File: config.mk
export PLATFORM = sky130hd
export DESIGN_NAME = decode_stage
export DESIGN_NICKNAME = d
export VERILOG_FILES = /design/src/rtl/decode_stage.sv
export SDC_FILE = /design/constraint.sdc
export NUM_CORES = 1
export LEC_CHECK = 0
export CORE_MARGIN = 3
export CORE_UTILIZATION = 45
export DETAILED_ROUTE_END_ITERATION = 12
export GPL_TIMING_DRIVEN = 0
export HOLD_SLACK_MARGIN = 0.12
export PLACE_DENSITY_LB_ADDON = 0.1
export SETUP_SLACK_MARGIN = 0.5
export SYNTH_ARGS = -nofsm -noshare
export SYNTH_HDL_FRONTEND = slang
export SYNTH_SLANG_ARGS = --single-unit
File: constraint.sdc
create_clock -name CLK -period 3.8 [get_ports CLK]
set_input_delay 0.38 -clock CLK [delete_from_list [all_inputs] [get_ports CLK]]
set_output_delay 0.38 -clock CLK [all_outputs]
set_load 0.02 [all_outputs]
File: src/rtl/decode_stage.sv
// Pipelined MIPS decode stage: decodes the IF/ID instruction and registers the
// control word, operand selects and extended immediate into the ID/EX latch.
module decode_stage #(
  parameter int PC_W         = 32,
  parameter bit LOAD_USE_CHK = 1'b1,
  parameter bit HALT_STICKY  = 1'b1
) (
  input  logic            CLK,
  input  logic            nRST,
  input  logic            id_valid,
  input  logic [31:0]     id_instr,
  input  logic [PC_W-1:0] id_pc_plus4,
  input  logic            stall_in,
  input  logic            flush,
  input  logic            ex_dren_cur,
  input  logic [4:0]      ex_wsel_cur,
  output logic            hazard_stall,
  output logic            ex_valid,
  output logic [3:0]      ex_aluop,
  output logic            ex_alusrc,
  output logic            ex_dren,
  output logic            ex_dwen,
  output logic            ex_regwr,
  output logic            ex_memtoreg,
  output logic            ex_jump,
  output logic            ex_jal,
  output logic            ex_jr,
  output logic            ex_beq,
  output logic            ex_bne,
  output logic            ex_lui,
  output logic            ex_shift,
  output logic [4:0]      ex_wsel,
  output logic [4:0]      ex_rs,
  output logic [4:0]      ex_rt,
  output logic [31:0]     ex_imm32,
  output logic [25:0]     ex_jaddr,
  output logic [PC_W-1:0] ex_pc_plus4,
  output logic            ex_illegal,
  output logic            halt
);

  typedef enum logic [3:0] {
    ALU_SLL  = 4'h0,
    ALU_SRL  = 4'h1,
    ALU_ADD  = 4'h2,
    ALU_SUB  = 4'h3,
    ALU_AND  = 4'h4,
    ALU_OR   = 4'h5,
    ALU_XOR  = 4'h6,
    ALU_NOR  = 4'h7,
    ALU_SLT  = 4'hA,
    ALU_SLTU = 4'hB
  } aluop_t;

  typedef struct packed {
    logic            valid;
    aluop_t          aluop;
    logic            alusrc;
    logic            dren;
    logic            dwen;
    logic            regwr;
    logic            memtoreg;
    logic            jump;
    logic            jal;
    logic            jr;
    logic            beq;
    logic            bne;
    logic            lui;
    logic            shift;
    logic            illegal;
    logic            halt;
    logic [4:0]      wsel;
    logic [4:0]      rs;
    logic [4:0]      rt;
    logic [31:0]     imm32;
    logic [25:0]     jaddr;
    logic [PC_W-1:0] pc;
  } word_t;

  logic [5:0]  w_op;
  logic [5:0]  w_fn;
  logic [4:0]  w_rs;
  logic [4:0]  w_rt;
  logic [4:0]  w_rd;
  logic [4:0]  w_shamt;
  logic [15:0] w_imm;
  logic [31:0] w_sext;
  logic [31:0] w_zext;
  logic        w_rt_src;
  logic        w_illegal;
  logic        w_bubble;
  word_t       w_dec;
  word_t       r_word;
  logic        r_halt;

  assign w_op    = id_instr[31:26];
  assign w_rs    = id_instr[25:21];
  assign w_rt    = id_instr[20:16];
  assign w_rd    = id_instr[15:11];
  assign w_shamt = id_instr[10:6];
  assign w_fn    = id_instr[5:0];
  assign w_imm   = id_instr[15:0];
  assign w_sext  = {{16{w_imm[15]}}, w_imm};
  assign w_zext  = {16'h0000, w_imm};

  always_comb begin
    w_dec       = '0;
    w_rt_src    = 1'b0;
    w_illegal   = 1'b0;
    w_dec.valid = 1'b1;
    w_dec.rs    = w_rs;
    w_dec.rt    = w_rt;
    w_dec.wsel  = w_rt;
    w_dec.imm32 = w_sext;
    w_dec.jaddr = id_instr[25:0];
    w_dec.pc    = id_pc_plus4;
    case (w_op)
      6'h00: begin
        w_dec.wsel = w_rd;
        w_rt_src   = 1'b1;
        case (w_fn)
          6'h20, 6'h21: begin w_dec.aluop = ALU_ADD;  w_dec.regwr = 1'b1; end
          6'h22, 6'h23: begin w_dec.aluop = ALU_SUB;  w_dec.regwr = 1'b1; end
          6'h24:        begin w_dec.aluop = ALU_AND;  w_dec.regwr = 1'b1; end
          6'h25:        begin w_dec.aluop = ALU_OR;   w_dec.regwr = 1'b1; end
          6'h26:        begin w_dec.aluop = ALU_XOR;  w_dec.regwr = 1'b1; end
          6'h27:        begin w_dec.aluop = ALU_NOR;  w_dec.regwr = 1'b1; end
          6'h2A:        begin w_dec.aluop = ALU_SLT;  w_dec.regwr = 1'b1; end
          6'h2B:        begin w_dec.aluop = ALU_SLTU; w_dec.regwr = 1'b1; end
          6'h00, 6'h02: begin
            w_dec.aluop = (w_fn == 6'h00) ? ALU_SLL : ALU_SRL;
            w_dec.shift = 1'b1;
            w_dec.regwr = 1'b1;
            w_dec.imm32 = {27'd0, w_shamt};
          end
          6'h08:   w_dec.jr = 1'b1;
          default: w_illegal = 1'b1;
        endcase
      end
      6'h02: w_dec.jump = 1'b1;
      6'h03: begin w_dec.jal = 1'b1; w_dec.regwr = 1'b1; w_dec.wsel = 5'd31; end
      6'h04: begin w_dec.aluop = ALU_SUB; w_dec.beq = 1'b1; w_rt_src = 1'b1; end
      6'h05: begin w_dec.aluop = ALU_SUB; w_dec.bne = 1'b1; w_rt_src = 1'b1; end
      6'h08, 6'h09: begin w_dec.aluop = ALU_ADD;  w_dec.alusrc = 1'b1; w_dec.regwr = 1'b1; end
      6'h0A:        begin w_dec.aluop = ALU_SLT;  w_dec.alusrc = 1'b1; w_dec.regwr = 1'b1; end
      6'h0B:        begin w_dec.aluop = ALU_SLTU; w_dec.alusrc = 1'b1; w_dec.regwr = 1'b1; end
      6'h0C, 6'h0D, 6'h0E: begin
        w_dec.aluop  = (w_op == 6'h0C) ? ALU_AND : ((w_op == 6'h0D) ? ALU_OR : ALU_XOR);
        w_dec.alusrc = 1'b1;
        w_dec.regwr  = 1'b1;
        w_dec.imm32  = w_zext;
      end
      6'h0F: begin w_dec.lui = 1'b1; w_dec.regwr = 1'b1; w_dec.imm32 = {w_imm, 16'h0000}; end
      6'h23: begin
        w_dec.aluop    = ALU_ADD;
        w_dec.alusrc   = 1'b1;
        w_dec.dren     = 1'b1;
        w_dec.memtoreg = 1'b1;
        w_dec.regwr    = 1'b1;
      end
      6'h2B: begin w_dec.aluop = ALU_ADD; w_dec.alusrc = 1'b1; w_dec.dwen = 1'b1; w_rt_src = 1'b1; end
      6'h3F: w_dec.halt = 1'b1;
      default: w_illegal = 1'b1;
    endcase
    if (w_dec.wsel == 5'd0) w_dec.regwr = 1'b0;
    // Illegal words travel as a live but inert bubble so EX can trap on them.
    if (w_illegal) begin
      w_dec         = '0;
      w_dec.valid   = 1'b1;
      w_dec.illegal = 1'b1;
    end
  end

  assign hazard_stall = LOAD_USE_CHK & id_valid & ex_valid & ex_dren_cur & (ex_wsel_cur != 5'd0) &
                        ((ex_wsel_cur == w_rs) | (w_rt_src & (ex_wsel_cur == w_rt)));

  assign w_bubble = flush | hazard_stall | ~id_valid | (HALT_STICKY & r_halt);

  always_ff @(posedge CLK) begin
    if (!nRST) begin
      r_word <= '0;
      r_halt <= 1'b0;
    end else if (!stall_in) begin
      r_word <= w_bubble ? '0 : w_dec;
      r_halt <= r_halt | (~w_bubble & w_dec.halt);
    end
  end

  assign halt         = HALT_STICKY ? r_halt : r_word.halt;
  assign ex_valid     = r_word.valid;
  assign ex_aluop     = r_word.aluop;
  assign ex_alusrc    = r_word.alusrc;
  assign ex_dren      = r_word.dren;
  assign ex_dwen      = r_word.dwen;
  assign ex_regwr     = r_word.regwr;
  assign ex_memtoreg  = r_word.memtoreg;
  assign ex_jump      = r_word.jump;
  assign ex_jal       = r_word.jal;
  assign ex_jr        = r_word.jr;
  assign ex_beq       = r_word.beq;
  assign ex_bne       = r_word.bne;
  assign ex_lui       = r_word.lui;
  assign ex_shift     = r_word.shift;
  assign ex_wsel      = r_word.wsel;
  assign ex_rs        = r_word.rs;
  assign ex_rt        = r_word.rt;
  assign ex_imm32     = r_word.imm32;
  assign ex_jaddr     = r_word.jaddr;
  assign ex_pc_plus4  = r_word.pc;
  assign ex_illegal   = r_word.illegal;

endmodule

==> run summary <==
status = finished, final reports clean
Synth Warn # = 0
buffers added on ports = 197
Max Slew Vio Count = 0
mux cell area share after synthesis = 0.00249
# setup viols final = 0
die width = 106 µm
# diodes = 0
pwr dens = 403 mW/mm²
largest net degree at the start of global routing = 17
Finished Layout Cells = 842
Area contributors post-synth = dfxtp_1, a22o_1, o21ai_0
First-pass DRT Iterations = 5
All-Layer GR Usage = 0.264
RSZ-0062 raised after global routing = no
Synth top area share = 0.501
CTS sink cnt = 113
Slew HR = 0.608
worst min-delay path class = in2reg
top post-synthesis cells by count = dfxtp_1, nand2_1, a22o_1
CP max FO = 8
Post-Synth Adder-Cell Area = 0
Setup crit end kind = output pin
placed insts = 810
1st-iter DRT viols = 290
FP Rows = 35
IR drop worst, VDD = 312 µV
area grow syn2layout = 59.2%
Arrival @ worst endpoint = 2640 ps
die area = 0.0113 mm²
Seq cells post-synth = 113
first-pass GRT wire length = 23,600 µm
FF-to-FF path depth = 6
drt drc = 0
minimum clock period = 3020 ps
clk root buf = clkbuf_8
Synth Cell Area = 0.00452 mm²
Nets = 775
Leak = 2.71 nW
Layout Skew = 8.14 ps
worst hold start = id_instr[30]
gpl congestion = 0.865
core area = 0.00950 mm²
largest family of logic cells by synthesized area = compound AO/OA/AOI/OAI gates
final hold violations = 0
htree depth = 4
Setup Fix Bufs, Post-CTS = 0
average cell area after synthesis = 9.33 µm²
max cap viols = 0
RR Startpoint = halt$_SDFFE_PN0N_
I/O pins = 200
DP Worst Slack = 821 ps
Synth Area in Simple Gates = 0.151
vias per cell = 5.55
worst-margin pin slew = 573 ps
Initial Util = 0.475
post-cts resize count = 0
required time of the critical path = 3420 ps
Post-Synth XOR/XNOR Area = 0.0194
hpwl dp = 11,400 µm
Worst-path clk slew = 60 ps
number of distinct library cells after synthesis = 49
asr flop ratio synth = 0
CP Launch Type = primary input
Post-Syn Nets = 559
number of global-route vias before repair = 4,512
sequential share of the synthesized area = 0.501
Die Y = 106 µm
DR vias = 4,671
Most used DFF post-synth = dfxtp_1
CTS Buf Count = 17
WHS Endpoint = ex_jal$_SDFFE_PN0N_
WL final = 15,300 µm
Min-Delay Path Depth = 4
# hold bufs at CTS = 0
Yosys top cell by area = dfxtp_1
R2R Setup Slk = 1680 ps
share of layout cells above drive strength 1 = 0.0912
CP Class = in2out
initial antenna violation count = 0
Fill cells = 704
final setup margin = 776 ps
CTS tree = yes
setup TNS = 0 ps
Clk Latency, worst-skew pair = 510 ps
period utilisation layout = 0.796
maximum root-to-sink buffer count = 2
most frequent cell after synthesis = dfxtp_1
Compound-Gate Fraction of Synth Area = 0.260
grt total ovfl = 0
wire per inst = 18.2 µm
Max Clock Freq = 331 MHz
Routed Antenna Nets = 0
Mapped Cells = 484
EDFF count, synth = 0
reg2reg end = ex_imm32[30]$_SDFFE_PN0N_
[metal layers]
| layer | track usage | share of wire | vias up |
|---|---|---|---|
| met3 | 0.0589 | 0.069 | 24 |
| met1 | 0.329 | 0.42 | 2217 |
| met5 | 0 | 0 | - |
| li1 | - | - | 2209 |
| met4 | 0.0851 | 0.017 | 0 |
| met2 | 0.454 | 0.49 | 221 |
[through the flow]
stage | power [mW] | hold WS [ps] | util | instance area [µm²]
global placement | 1.48 | 435 | 0.700 | 6650
finish | 2.90 | 321 | 0.757 | 7190
floorplan | 1.34 | 502 | - | 4520
CTS | 2.91 | 297 | 0.757 | 7190
global route | 2.99 | 337 | 0.757 | 7190
detailed placement | 1.49 | 441 | 0.700 | 6650
[kinds of logic (layout without fill, tap and decap cells)]
group | count (synthesis) | count (layout)
flops | 113 | 113
xor+xnor | 10 | 10
mux | 1 | 1
simple gates | 139 | 139
compound gates | 166 | 166
buf+inv | 55 | 284
[layout by cell type, fill, tap and decap left out, types with 5 or more instances in the layout]
| cell | n |
|---|---|
| a21oi_1 | 22 |
| a22o_1 | 57 |
| a22oi_1 | 7 |
| and3_1 | 7 |
| buf_2 | 8 |
| buf_4 | 12 |
| buf_6 | 5 |
| clkbuf_1 | 25 |
| clkbuf_16 | 16 |
| clkdlybuf4s50_1 | 197 |
| dfxtp_1 | 113 |
| nand2_1 | 61 |
| nand3_1 | 19 |
| nand4_1 | 7 |
| nor2_1 | 20 |
| o21ai_0 | 53 |
| xor2_1 | 9 |
[sequential cells by signal (all words and copies together) (netlist names), 4 cells and up]
| signal | count |
|---|---|
| ex_jaddr | 17 |
| ex_pc_plus4 | 32 |
| ex_imm32 | 32 |
| ex_wsel | 5 |
| ex_aluop | 4 |
| ex_rs | 5 |
| ex_rt | 4 |
[worst max path at each step]
stage	start	to	slack, ps	depth (start not counted)
after floorplan	id_instr[30]	ex_pc_plus4[10]$_SDFFE_PN0N_	1740	10
after global placement	id_instr[27]	hazard_stall	820	7
after detailed placement	id_instr[29]	hazard_stall	820	6
after CTS	id_instr[29]	hazard_stall	810	6
after global routing	id_instr[29]	hazard_stall	660	6
final	id_instr[29]	hazard_stall	780	6
[cell type report]
class | count | area, µm² | share of cell area
buffer | 51 | 285 | 0.0397
tap | 129 | 161 | 0.0224
inverter | 4 | 15.0 | 0.00209
timing repair buffer | 197 | 1970 | 0.274
clock inverter | 15 | 128 | 0.0177
multi-input combinational | 316 | 1960 | 0.272
sequential | 113 | 2260 | 0.314
clock buffer | 17 | 414 | 0.0576
[critical path, stage by stage]
cell and delay (ps):
clkdlybuf4s50_1 660, nor2b_1 380, and3_1 230, o2111ai_2 230, nand2_1 140, clkdlybuf4s50_1 620
[report_power, final]
part | internal (mW) | switching [mW] | leakage [nW] | total (mW)
Clock | 0.818 | 0.614 | 0.256 | 1.43
Sequential | 1.20 | 0.00605 | 0.911 | 1.20
Combinational | 0.127 | 0.138 | 1.54 | 0.265
Total | 2.14 | 0.758 | 2.71 | 2.90
(Power assumes the default switching activity.)
